===== src/rtl/election_controller_if.sv =====
// election_controller_if
//   Request/response bundle for election_controller.
//   master : testbench or host side, drives the request and reads results.
//   slave  : the controller, reads the request and drives results.
//   Request  : req, mode[1:0], userID, candidate
//   Response : ballotBoxId, numberOfRegisteredVoters, numberOfVotesWinner,
//              WinnerId, phase[1:0], resultValid, Tie and six status pulses
//              (AlreadyRegistered, AlreadyVoted, NotRegistered,
//              VotingHasNotStarted, RegistrationHasEnded, VotingHasEnded).
interface election_controller_if #(
  parameter int N_VOTERS = 64,
  parameter int N_CAND   = 4,
  parameter int N_BOXES  = 4
);
  localparam int ID_W   = $clog2(N_VOTERS);
  localparam int CAND_W = $clog2(N_CAND);
  localparam int BOX_W  = (N_BOXES > 1) ? $clog2(N_BOXES) : 1;
  localparam int CNT_W  = $clog2(N_VOTERS + 1);

  logic              req;
  logic [1:0]        mode;
  logic [ID_W-1:0]   userID;
  logic [CAND_W-1:0] candidate;

  logic [BOX_W-1:0]  ballotBoxId;
  logic [CNT_W-1:0]  numberOfRegisteredVoters;
  logic [CNT_W-1:0]  numberOfVotesWinner;
  logic [CAND_W-1:0] WinnerId;
  logic [1:0]        phase;
  logic              resultValid;
  logic              Tie;
  logic              AlreadyRegistered;
  logic              AlreadyVoted;
  logic              NotRegistered;
  logic              VotingHasNotStarted;
  logic              RegistrationHasEnded;
  logic              VotingHasEnded;

  modport master (
    output req, mode, userID, candidate,
    input  ballotBoxId, numberOfRegisteredVoters, numberOfVotesWinner,
           WinnerId, phase, resultValid, Tie, AlreadyRegistered,
           AlreadyVoted, NotRegistered, VotingHasNotStarted,
           RegistrationHasEnded, VotingHasEnded
  );

  modport slave (
    input  req, mode, userID, candidate,
    output ballotBoxId, numberOfRegisteredVoters, numberOfVotesWinner,
           WinnerId, phase, resultValid, Tie, AlreadyRegistered,
           AlreadyVoted, NotRegistered, VotingHasNotStarted,
           RegistrationHasEnded, VotingHasEnded
  );
endinterface


===== src/rtl/election_controller.sv =====
// election_controller
//   Runs a single election: a timed REGISTER phase, a timed VOTE phase, a
//   TALLY scan over all candidates (one per clock), then a terminal DONE
//   state holding the result until reset.
//   clk : rising-edge clock
//   rst : asynchronous active-high reset, clears all progress and outputs
//   bus : election_controller_if.slave request/response bundle
//   Every output is a register; the response to a request sampled at edge k
//   is visible for the one cycle following edge k.
module election_controller #(
  parameter int N_VOTERS    = 64,
  parameter int N_CAND      = 4,
  parameter int N_BOXES     = 4,
  parameter int REG_CYCLES  = 100,
  parameter int VOTE_CYCLES = 100
) (
  input  logic clk,
  input  logic rst,
  election_controller_if.slave bus
);
  localparam int ID_W   = $clog2(N_VOTERS);
  localparam int CAND_W = $clog2(N_CAND);
  localparam int BOX_W  = (N_BOXES > 1) ? $clog2(N_BOXES) : 1;
  localparam int CNT_W  = $clog2(N_VOTERS + 1);

  // The phase counter is shared by REGISTER, VOTE and the TALLY scan index,
  // so it is sized for the longest of the three.
  localparam int MAX_A  = (REG_CYCLES > VOTE_CYCLES) ? REG_CYCLES : VOTE_CYCLES;
  localparam int MAX_C  = (MAX_A > N_CAND) ? MAX_A : N_CAND;
  localparam int PH_W   = $clog2(MAX_C + 1);

  // Bit positions of the one-hot status pulse vector.
  localparam int S_AR  = 5;
  localparam int S_AV  = 4;
  localparam int S_NR  = 3;
  localparam int S_VNS = 2;
  localparam int S_RHE = 1;
  localparam int S_VHE = 0;

  typedef enum logic [1:0] {
    PH_REGISTER = 2'b00,
    PH_VOTE     = 2'b01,
    PH_TALLY    = 2'b10,
    PH_DONE     = 2'b11
  } phase_t;

  phase_t            phase_q, phase_d;
  logic [PH_W-1:0]   cnt_q, cnt_d;

  logic [N_VOTERS-1:0] registered_q;
  logic [N_VOTERS-1:0] voted_q;
  logic [CNT_W-1:0]    votes_q [N_CAND];
  logic [CNT_W-1:0]    reg_count_q;

  logic [BOX_W-1:0]  box_q, box_d;
  logic [5:0]        status_q, status_d;
  logic [CNT_W-1:0]  win_votes_q;
  logic [CAND_W-1:0] win_id_q;
  logic              tie_q;
  logic              result_valid_q;

  logic              do_register;
  logic              do_vote;
  logic [CAND_W-1:0] scan_idx;
  logic [CNT_W-1:0]  scan_cnt;

  // Phase state register; the cycle counter doubles as the tally index.
  always_ff @(posedge clk or posedge rst) begin
    if (rst) begin
      phase_q <= PH_REGISTER;
      cnt_q   <= '0;
    end else begin
      phase_q <= phase_d;
      cnt_q   <= cnt_d;
    end
  end

  // Phase sequencing: time advances every clock regardless of requests.
  // DONE is terminal, only reset leaves it.
  always_comb begin
    phase_d = phase_q;
    cnt_d   = cnt_q;
    case (phase_q)
      PH_REGISTER: begin
        if (cnt_q == PH_W'(REG_CYCLES - 1)) begin
          phase_d = PH_VOTE;
          cnt_d   = '0;
        end else begin
          cnt_d = cnt_q + PH_W'(1);
        end
      end
      PH_VOTE: begin
        if (cnt_q == PH_W'(VOTE_CYCLES - 1)) begin
          phase_d = PH_TALLY;
          cnt_d   = '0;
        end else begin
          cnt_d = cnt_q + PH_W'(1);
        end
      end
      PH_TALLY: begin
        if (cnt_q == PH_W'(N_CAND - 1)) begin
          phase_d = PH_DONE;
          cnt_d   = '0;
        end else begin
          cnt_d = cnt_q + PH_W'(1);
        end
      end
      default: begin
        phase_d = phase_q;
        cnt_d   = cnt_q;
      end
    endcase
  end

  // Request decode. Modes 10/11 and idle cycles are not qualifying events,
  // so ballotBoxId and every pulse fall back to zero on those edges.
  always_comb begin
    box_d       = '0;
    status_d    = '0;
    do_register = 1'b0;
    do_vote     = 1'b0;
    if (bus.req && !bus.mode[1]) begin
      box_d = bus.userID[ID_W-1 -: BOX_W];
      case (phase_q)
        PH_REGISTER: begin
          if (bus.mode[0]) begin
            status_d[S_VNS] = 1'b1;
          end else if (registered_q[bus.userID]) begin
            status_d[S_AR] = 1'b1;
          end else begin
            do_register = 1'b1;
          end
        end
        PH_VOTE: begin
          if (!bus.mode[0]) begin
            status_d[S_RHE] = 1'b1;
          end else if (!registered_q[bus.userID]) begin
            status_d[S_NR] = 1'b1;
          end else if (voted_q[bus.userID]) begin
            status_d[S_AV] = 1'b1;
          end else begin
            do_vote = 1'b1;
          end
        end
        default: begin
          status_d[S_VHE] = 1'b1;
        end
      endcase
    end
  end

  assign scan_idx = cnt_q[CAND_W-1:0];
  assign scan_cnt = votes_q[scan_idx];

  // Voter bookkeeping, tally scan and output registers. The scan keeps the
  // first candidate reaching the best count, so ties resolve to the lowest
  // index; a tie is only flagged for a nonzero shared count.
  always_ff @(posedge clk or posedge rst) begin
    if (rst) begin
      registered_q   <= '0;
      voted_q        <= '0;
      reg_count_q    <= '0;
      for (int i = 0; i < N_CAND; i++) begin
        votes_q[i] <= '0;
      end
      box_q          <= '0;
      status_q       <= '0;
      win_votes_q    <= '0;
      win_id_q       <= '0;
      tie_q          <= 1'b0;
      result_valid_q <= 1'b0;
    end else begin
      box_q    <= box_d;
      status_q <= status_d;
      if (do_register) begin
        registered_q[bus.userID] <= 1'b1;
        reg_count_q              <= reg_count_q + CNT_W'(1);
      end
      if (do_vote) begin
        voted_q[bus.userID]    <= 1'b1;
        votes_q[bus.candidate] <= votes_q[bus.candidate] + CNT_W'(1);
      end
      if (phase_q == PH_TALLY) begin
        if (scan_cnt > win_votes_q) begin
          win_votes_q <= scan_cnt;
          win_id_q    <= scan_idx;
          tie_q       <= 1'b0;
        end else if ((scan_cnt == win_votes_q) && (scan_cnt != '0)) begin
          tie_q <= 1'b1;
        end
        if (phase_d == PH_DONE) begin
          result_valid_q <= 1'b1;
        end
      end
    end
  end

  assign bus.ballotBoxId              = box_q;
  assign bus.numberOfRegisteredVoters = reg_count_q;
  assign bus.numberOfVotesWinner      = win_votes_q;
  assign bus.WinnerId                 = win_id_q;
  assign bus.phase                    = phase_q;
  assign bus.resultValid              = result_valid_q;
  assign bus.Tie                      = tie_q;
  assign bus.AlreadyRegistered        = status_q[S_AR];
  assign bus.AlreadyVoted             = status_q[S_AV];
  assign bus.NotRegistered            = status_q[S_NR];
  assign bus.VotingHasNotStarted      = status_q[S_VNS];
  assign bus.RegistrationHasEnded     = status_q[S_RHE];
  assign bus.VotingHasEnded           = status_q[S_VHE];
endmodule


===== src/flat_wrapper.sv =====
// flat-port wrapper written by rule: the top's interface ports become plain ports
module election_controller_flat 
#(
  parameter int N_VOTERS    = 64,
  parameter int N_CAND      = 4,
  parameter int N_BOXES     = 4,
  parameter int REG_CYCLES  = 100,
  parameter int VOTE_CYCLES = 100
)
  (clk, rst, bus_req, bus_mode, bus_userID, bus_candidate, bus_ballotBoxId, bus_numberOfRegisteredVoters, bus_numberOfVotesWinner, bus_WinnerId, bus_phase, bus_resultValid, bus_Tie, bus_AlreadyRegistered, bus_AlreadyVoted, bus_NotRegistered, bus_VotingHasNotStarted, bus_RegistrationHasEnded, bus_VotingHasEnded);
  election_controller_if #(.N_VOTERS(N_VOTERS), .N_CAND(N_CAND), .N_BOXES(N_BOXES)) bus_i ();
  input  logic clk;
  input  logic rst;
  input wire logic [$bits(bus_i.req)-1:0] bus_req;
  input wire logic [$bits(bus_i.mode)-1:0] bus_mode;
  input wire logic [$bits(bus_i.userID)-1:0] bus_userID;
  input wire logic [$bits(bus_i.candidate)-1:0] bus_candidate;
  output wire logic [$bits(bus_i.ballotBoxId)-1:0] bus_ballotBoxId;
  output wire logic [$bits(bus_i.numberOfRegisteredVoters)-1:0] bus_numberOfRegisteredVoters;
  output wire logic [$bits(bus_i.numberOfVotesWinner)-1:0] bus_numberOfVotesWinner;
  output wire logic [$bits(bus_i.WinnerId)-1:0] bus_WinnerId;
  output wire logic [$bits(bus_i.phase)-1:0] bus_phase;
  output wire logic [$bits(bus_i.resultValid)-1:0] bus_resultValid;
  output wire logic [$bits(bus_i.Tie)-1:0] bus_Tie;
  output wire logic [$bits(bus_i.AlreadyRegistered)-1:0] bus_AlreadyRegistered;
  output wire logic [$bits(bus_i.AlreadyVoted)-1:0] bus_AlreadyVoted;
  output wire logic [$bits(bus_i.NotRegistered)-1:0] bus_NotRegistered;
  output wire logic [$bits(bus_i.VotingHasNotStarted)-1:0] bus_VotingHasNotStarted;
  output wire logic [$bits(bus_i.RegistrationHasEnded)-1:0] bus_RegistrationHasEnded;
  output wire logic [$bits(bus_i.VotingHasEnded)-1:0] bus_VotingHasEnded;
  assign bus_i.req = bus_req;
  assign bus_i.mode = bus_mode;
  assign bus_i.userID = bus_userID;
  assign bus_i.candidate = bus_candidate;
  assign bus_ballotBoxId = bus_i.ballotBoxId;
  assign bus_numberOfRegisteredVoters = bus_i.numberOfRegisteredVoters;
  assign bus_numberOfVotesWinner = bus_i.numberOfVotesWinner;
  assign bus_WinnerId = bus_i.WinnerId;
  assign bus_phase = bus_i.phase;
  assign bus_resultValid = bus_i.resultValid;
  assign bus_Tie = bus_i.Tie;
  assign bus_AlreadyRegistered = bus_i.AlreadyRegistered;
  assign bus_AlreadyVoted = bus_i.AlreadyVoted;
  assign bus_NotRegistered = bus_i.NotRegistered;
  assign bus_VotingHasNotStarted = bus_i.VotingHasNotStarted;
  assign bus_RegistrationHasEnded = bus_i.RegistrationHasEnded;
  assign bus_VotingHasEnded = bus_i.VotingHasEnded;
  election_controller #(.N_VOTERS(N_VOTERS), .N_CAND(N_CAND), .N_BOXES(N_BOXES), .REG_CYCLES(REG_CYCLES), .VOTE_CYCLES(VOTE_CYCLES)) u_core (.clk(clk), .rst(rst), .bus(bus_i));
endmodule

===== config.mk =====
export PLATFORM = sky130hd
export DESIGN_NAME = election_controller_flat
export DESIGN_NICKNAME = d
export VERILOG_FILES = /design/src/rtl/election_controller_if.sv /design/src/rtl/election_controller.sv /design/src/flat_wrapper.sv
export SDC_FILE = /design/constraint.sdc
export NUM_CORES = 1
export LEC_CHECK = 0
export CORE_MARGIN = 5
export CORE_UTILIZATION = 55
export DETAILED_ROUTE_END_ITERATION = 8
export HOLD_SLACK_MARGIN = 0.02
export PLACE_DENSITY = 0.8
export SETUP_SLACK_MARGIN = 0.2
export SLEW_MARGIN = 25
export SYNTH_ARGS = -nofsm -noshare
export SYNTH_HDL_FRONTEND = slang
export SYNTH_SLANG_ARGS = --single-unit

===== constraint.sdc =====
create_clock -name clk -period 6.3 [get_ports clk]
set_input_delay 1.26 -clock clk [delete_from_list [all_inputs] [get_ports clk]]
set_output_delay 1.26 -clock clk [all_outputs]
set_load 0.01 [all_outputs]

==> run summary <==
Outcome: finished clean
First-pass iteration count of the detailed router: 5
Max Buffers Root-to-Sink: 2
Clock tree from TritonCTS: yes
CP delay by family, top: compound AO/OA/AOI/OAI gates
Clock root buffer: clkbuf_16
Pwr per Cell Area: 250.9 mW/mm^2
End of the worst register-to-register path: u_core.registered_q[50]
Filler cell count: 1202
Gate count of the mapped netlist: 718
Relative slew slack: 24.17%
Post-Syn Area per Cell: 12.49 um^2
Dominant synthesized flop cell: dfrtp_1
Die Height: 137.7 um
Ordered cell list for the critical path: clkdlybuf4s50_1 -> buf_4 -> mux4_2 -> a22oi_1 -> o311ai_0 -> or4_1 -> a21oi_2 -> nand2_1 -> o21bai_1
Sequential cell area in the final layout: 0.004780 mm^2
RSZ-0062 raised after global routing: false
Capture point of the worst path: u_core.registered_q[50]
Initial antenna violation count: 0
Core outline area: 0.01594 mm^2
Maximum clock rate: 202.1 MHz
Ranking of synthesized cells by area: dfrtp_1 (53%), mux4_2 (6.3%), a31o_1 (5.9%)
Arrival time at the worst endpoint: 5.29 ns
Global placer's final weighted congestion: 0.8824
Area of all placed cells without fillers: 0.01002 mm^2
Layout cells sized above 1: 13.83%
Post-CTS setup repair buffer count: 0
First-iteration detailed-routing DRC count: 758
Largest net degree at the start of global routing: 150
Global-route wire length before repair: 34700 um
Setup_tns: 0 ns
Switching component of the power: 615.5 uW
Buffers & Inverters on Critical Path: 2
Cell depth of the worst flop-to-flop path: 7
Layout Area Growth over Synthesis: 11.79%
Transition time of the tightest slew-check pin: 1.129 ns
CP max stage cell: clkdlybuf4s50_1
Number of enable flip-flop cells after synthesis: 0
CTS H-tree lvls: 4
Reg2Reg Launch Point: u_core.registered_q[45]
TritonCTS Buffers: 17
Hold Startpoint: u_core.bus.resultValid
Critical path class: in -> reg
Type of element launching the critical path: input port
Number of rows in the core area: 46
Type of destination of the critical path: flip-flop
Overall die area: 0.01896 mm^2
Fin crit share: 78.53%
Highest cell delay on the worst timing path: 0.93 ns
Clk pwr share: 39.4%
Timing startpoint of the critical path: bus_userID[0]
Hold crit path type: reg -> reg
Clock sinks: 191
Top Ports: 41
Leading area contributor after synthesis: dfrtp_1
Switching share of power: 24.48%
Cell area after placement: 0.009465 mm^2
Share of synthesized registers carrying an async set or reset: 100.0%
Sequential area share after synthesis: 53.31%
Routed WL per cell: 21.35 um
DR vias: 6366
Combined global-route utilization of all metal layers: 23.68%
Final critical path time including I/O delays and setup: 4.947 ns
CTS-repair resized insts: 0
Comb pwr share: 8.7%
Overall routed net length: 20820 um
Overall overflow remaining after global route: 0
Inserted Diodes: 0
Number of hold violations in the final report: 0
Initial standard-cell utilization of the core: 56.24%
Antenna Violating Nets Remaining: 0
Top fanout value on the critical path: 15
Width of the chip: 137.7 um
Footprint of the multi-input gates: 0.003790 mm^2
Number of endpoints failing setup at the final stage: 0
IO Port Bufs: 40
Number of register bits inferred by synthesis: 191
Count of unresolved DRC violations after routing: 0
Vias in the first global route: 6516
Reg-to-reg slack, setup: 2.89 ns
Yosys synthesis warning count: 0
Internal power of the cells: 1899 uW
Max rail drop VDD: 0.1936 mV
Number of buffers inserted by hold repair at cts: 0
Final Slew Violations: 0
Leakage power figure: 0.004484 uW
Path length in cells of the critical path: 9
Number of nets in the finished design: 771
Register clock-pin slew on the reported worst setup and hold paths: 0.06 ns
Max-cap violation count: 0
Routed via count divided by cell count: 6.529
Syn_nets: 741
Crit path required time: 6.65 ns
Cell area after synthesis: 0.008966 mm^2
Clock Latency Late Sink: 0.44 ns
Final setup skew: 0.008914 ns
Post-synth top area share: 53.31%
Sequential fraction of design power: 51.8%
Synth cell types: 62
HPWL reported at the end of detailed placement: 13810 um
[cells in the final DEF, fill, tap and decap left out, types with 7 or more instances in the layout]
| master | synthesis | layout |
|---|---|---|
| mux2i_1 | 29 | 29 |
| and3_1 | 8 | 8 |
| clkbuf_16 | 0 | 17 |
| buf_4 | 1 | 11 |
| a31o_1 | 60 | 60 |
| nor2_1 | 27 | 27 |
| o21ai_0 | 8 | 8 |
| a221oi_1 | 20 | 20 |
| clkinvlp_4 | 0 | 7 |
| clkdlybuf4s50_1 | 0 | 39 |
| dfrtp_1 | 191 | 191 |
| mux2_2 | 18 | 18 |
| nor3_1 | 16 | 16 |
| nand3_1 | 15 | 15 |
| nand2_1 | 36 | 36 |
| mux4_2 | 25 | 25 |
| nor2b_1 | 7 | 7 |
| nand4_1 | 7 | 7 |
| ha_1 | 10 | 10 |
| o21bai_1 | 65 | 65 |
| xnor2_1 | 12 | 12 |
| inv_1 | 33 | 32 |
[sequential cells by signal, summed over array words and instances, names as in the netlist]
| signal | cells |
|---|---|
| u_core.cnt_q | 7 |
| u_core.registered_q | 64 |
| u_core.votes_q | 28 |
| u_core.bus.phase | 2 |
| u_core.bus.resultValid | 1 |
| u_core.bus.Tie | 1 |
| u_core.bus.numberOfRegisteredVoters | 7 |
| u_core.bus.numberOfVotesWinner | 7 |
| u_core.bus.ballotBoxId | 2 |
| u_core.voted_q | 64 |
| u_core.bus.WinnerId | 2 |
| u_core.status_q | 6 |
[per-layer routing]
| layer | part of all wire (%) | global-route usage, % | vias up | routed length, um |
|---|---|---|---|---|
| li1 | - | - | 2743 | - |
| met1 | 41 | 31.23 | 3262 | 8510 |
| met2 | 49 | 38.26 | 297 | 10160 |
| met3 | 6.9 | 5.296 | 64 | 1430 |
| met4 | 3.5 | 9.424 | 0 | 723 |
| met5 | 0 | 0 | - | 0 |
[power by group through the flow]
stage	Combinational (uW)	Sequential (uW)	Clock, uW
2_1_floorplan	136	1320	0
3_3_place_gp	210	1320	0
3_5_place_dp	217	1320	0
4_1_cts	217	1300	1000
5_1_grt	241	1310	1060
6_report	220	1300	991
[worst min-delay path by stage]
| stage | endpoint | slack [ns] | cells after the start |
|---|---|---|---|
| 2_1_floorplan | u_core.voted_q[2] | 0.43 | 1 |
| 3_3_place_gp | u_core.bus.resultValid | 0.44 | 1 |
| 3_5_place_dp | u_core.bus.resultValid | 0.45 | 1 |
| 4_1_cts | u_core.bus.resultValid | 0.46 | 1 |
| 5_1_grt | u_core.voted_q[39] | 0.48 | 1 |
| 6_report | u_core.bus.resultValid | 0.45 | 1 |
[through the flow]
step | total power [uW] | setup WS, ns | instances | hold WS (ns) | util (%)
after floorplan | 1458 | 2.449 | 718 | 0.4302 | -
after global placement | 1533 | 1.116 | 944 | 0.4408 | 59.37
after detailed placement | 1541 | 1.001 | 944 | 0.4468 | 59.37
after CTS | 2523 | 1.413 | 974 | 0.4590 | 62.70
after global routing | 2606 | 1.063 | 975 | 0.4764 | 62.87
final | 2515 | 1.353 | 975 | 0.4528 | 62.87
[Yosys cell counts, drive strengths merged, types with 10 or more instances]
master / n
inv: 33
mux2i: 29
buf: 23
a221oi: 20
clkbuf: 19
xnor2: 12
ha: 10
o21bai: 65
nand3: 15
a31o: 64
mux4: 27
nor2: 28
mux2: 20
nand2: 40
nor3: 17
dfrtp: 191
[cell families after synthesis]
logic type                 count (synthesis)  share of synthesized area [%]
adders and majority gates                 10                          1.395
and+or+nand+nor                          155                          9.308
buffers and inverters                     75                          4.424
muxes                                     76                          12.62
AOI/OAI and AO/OA                        194                          17.29
xor gates and xnor gates                  17                          1.661
DFF                                      191                          53.31
[layout make-up]
type | instances | area share (%)
inverter | 33 | 1.273
sequential | 191 | 47.68
timing repair buffer | 53 | 5.243
clock buffer | 20 | 4.356
multi-input combinational | 452 | 37.81
clock inverter | 10 | 0.9362
tap | 216 | 2.696
(Power assumes the default switching activity.)
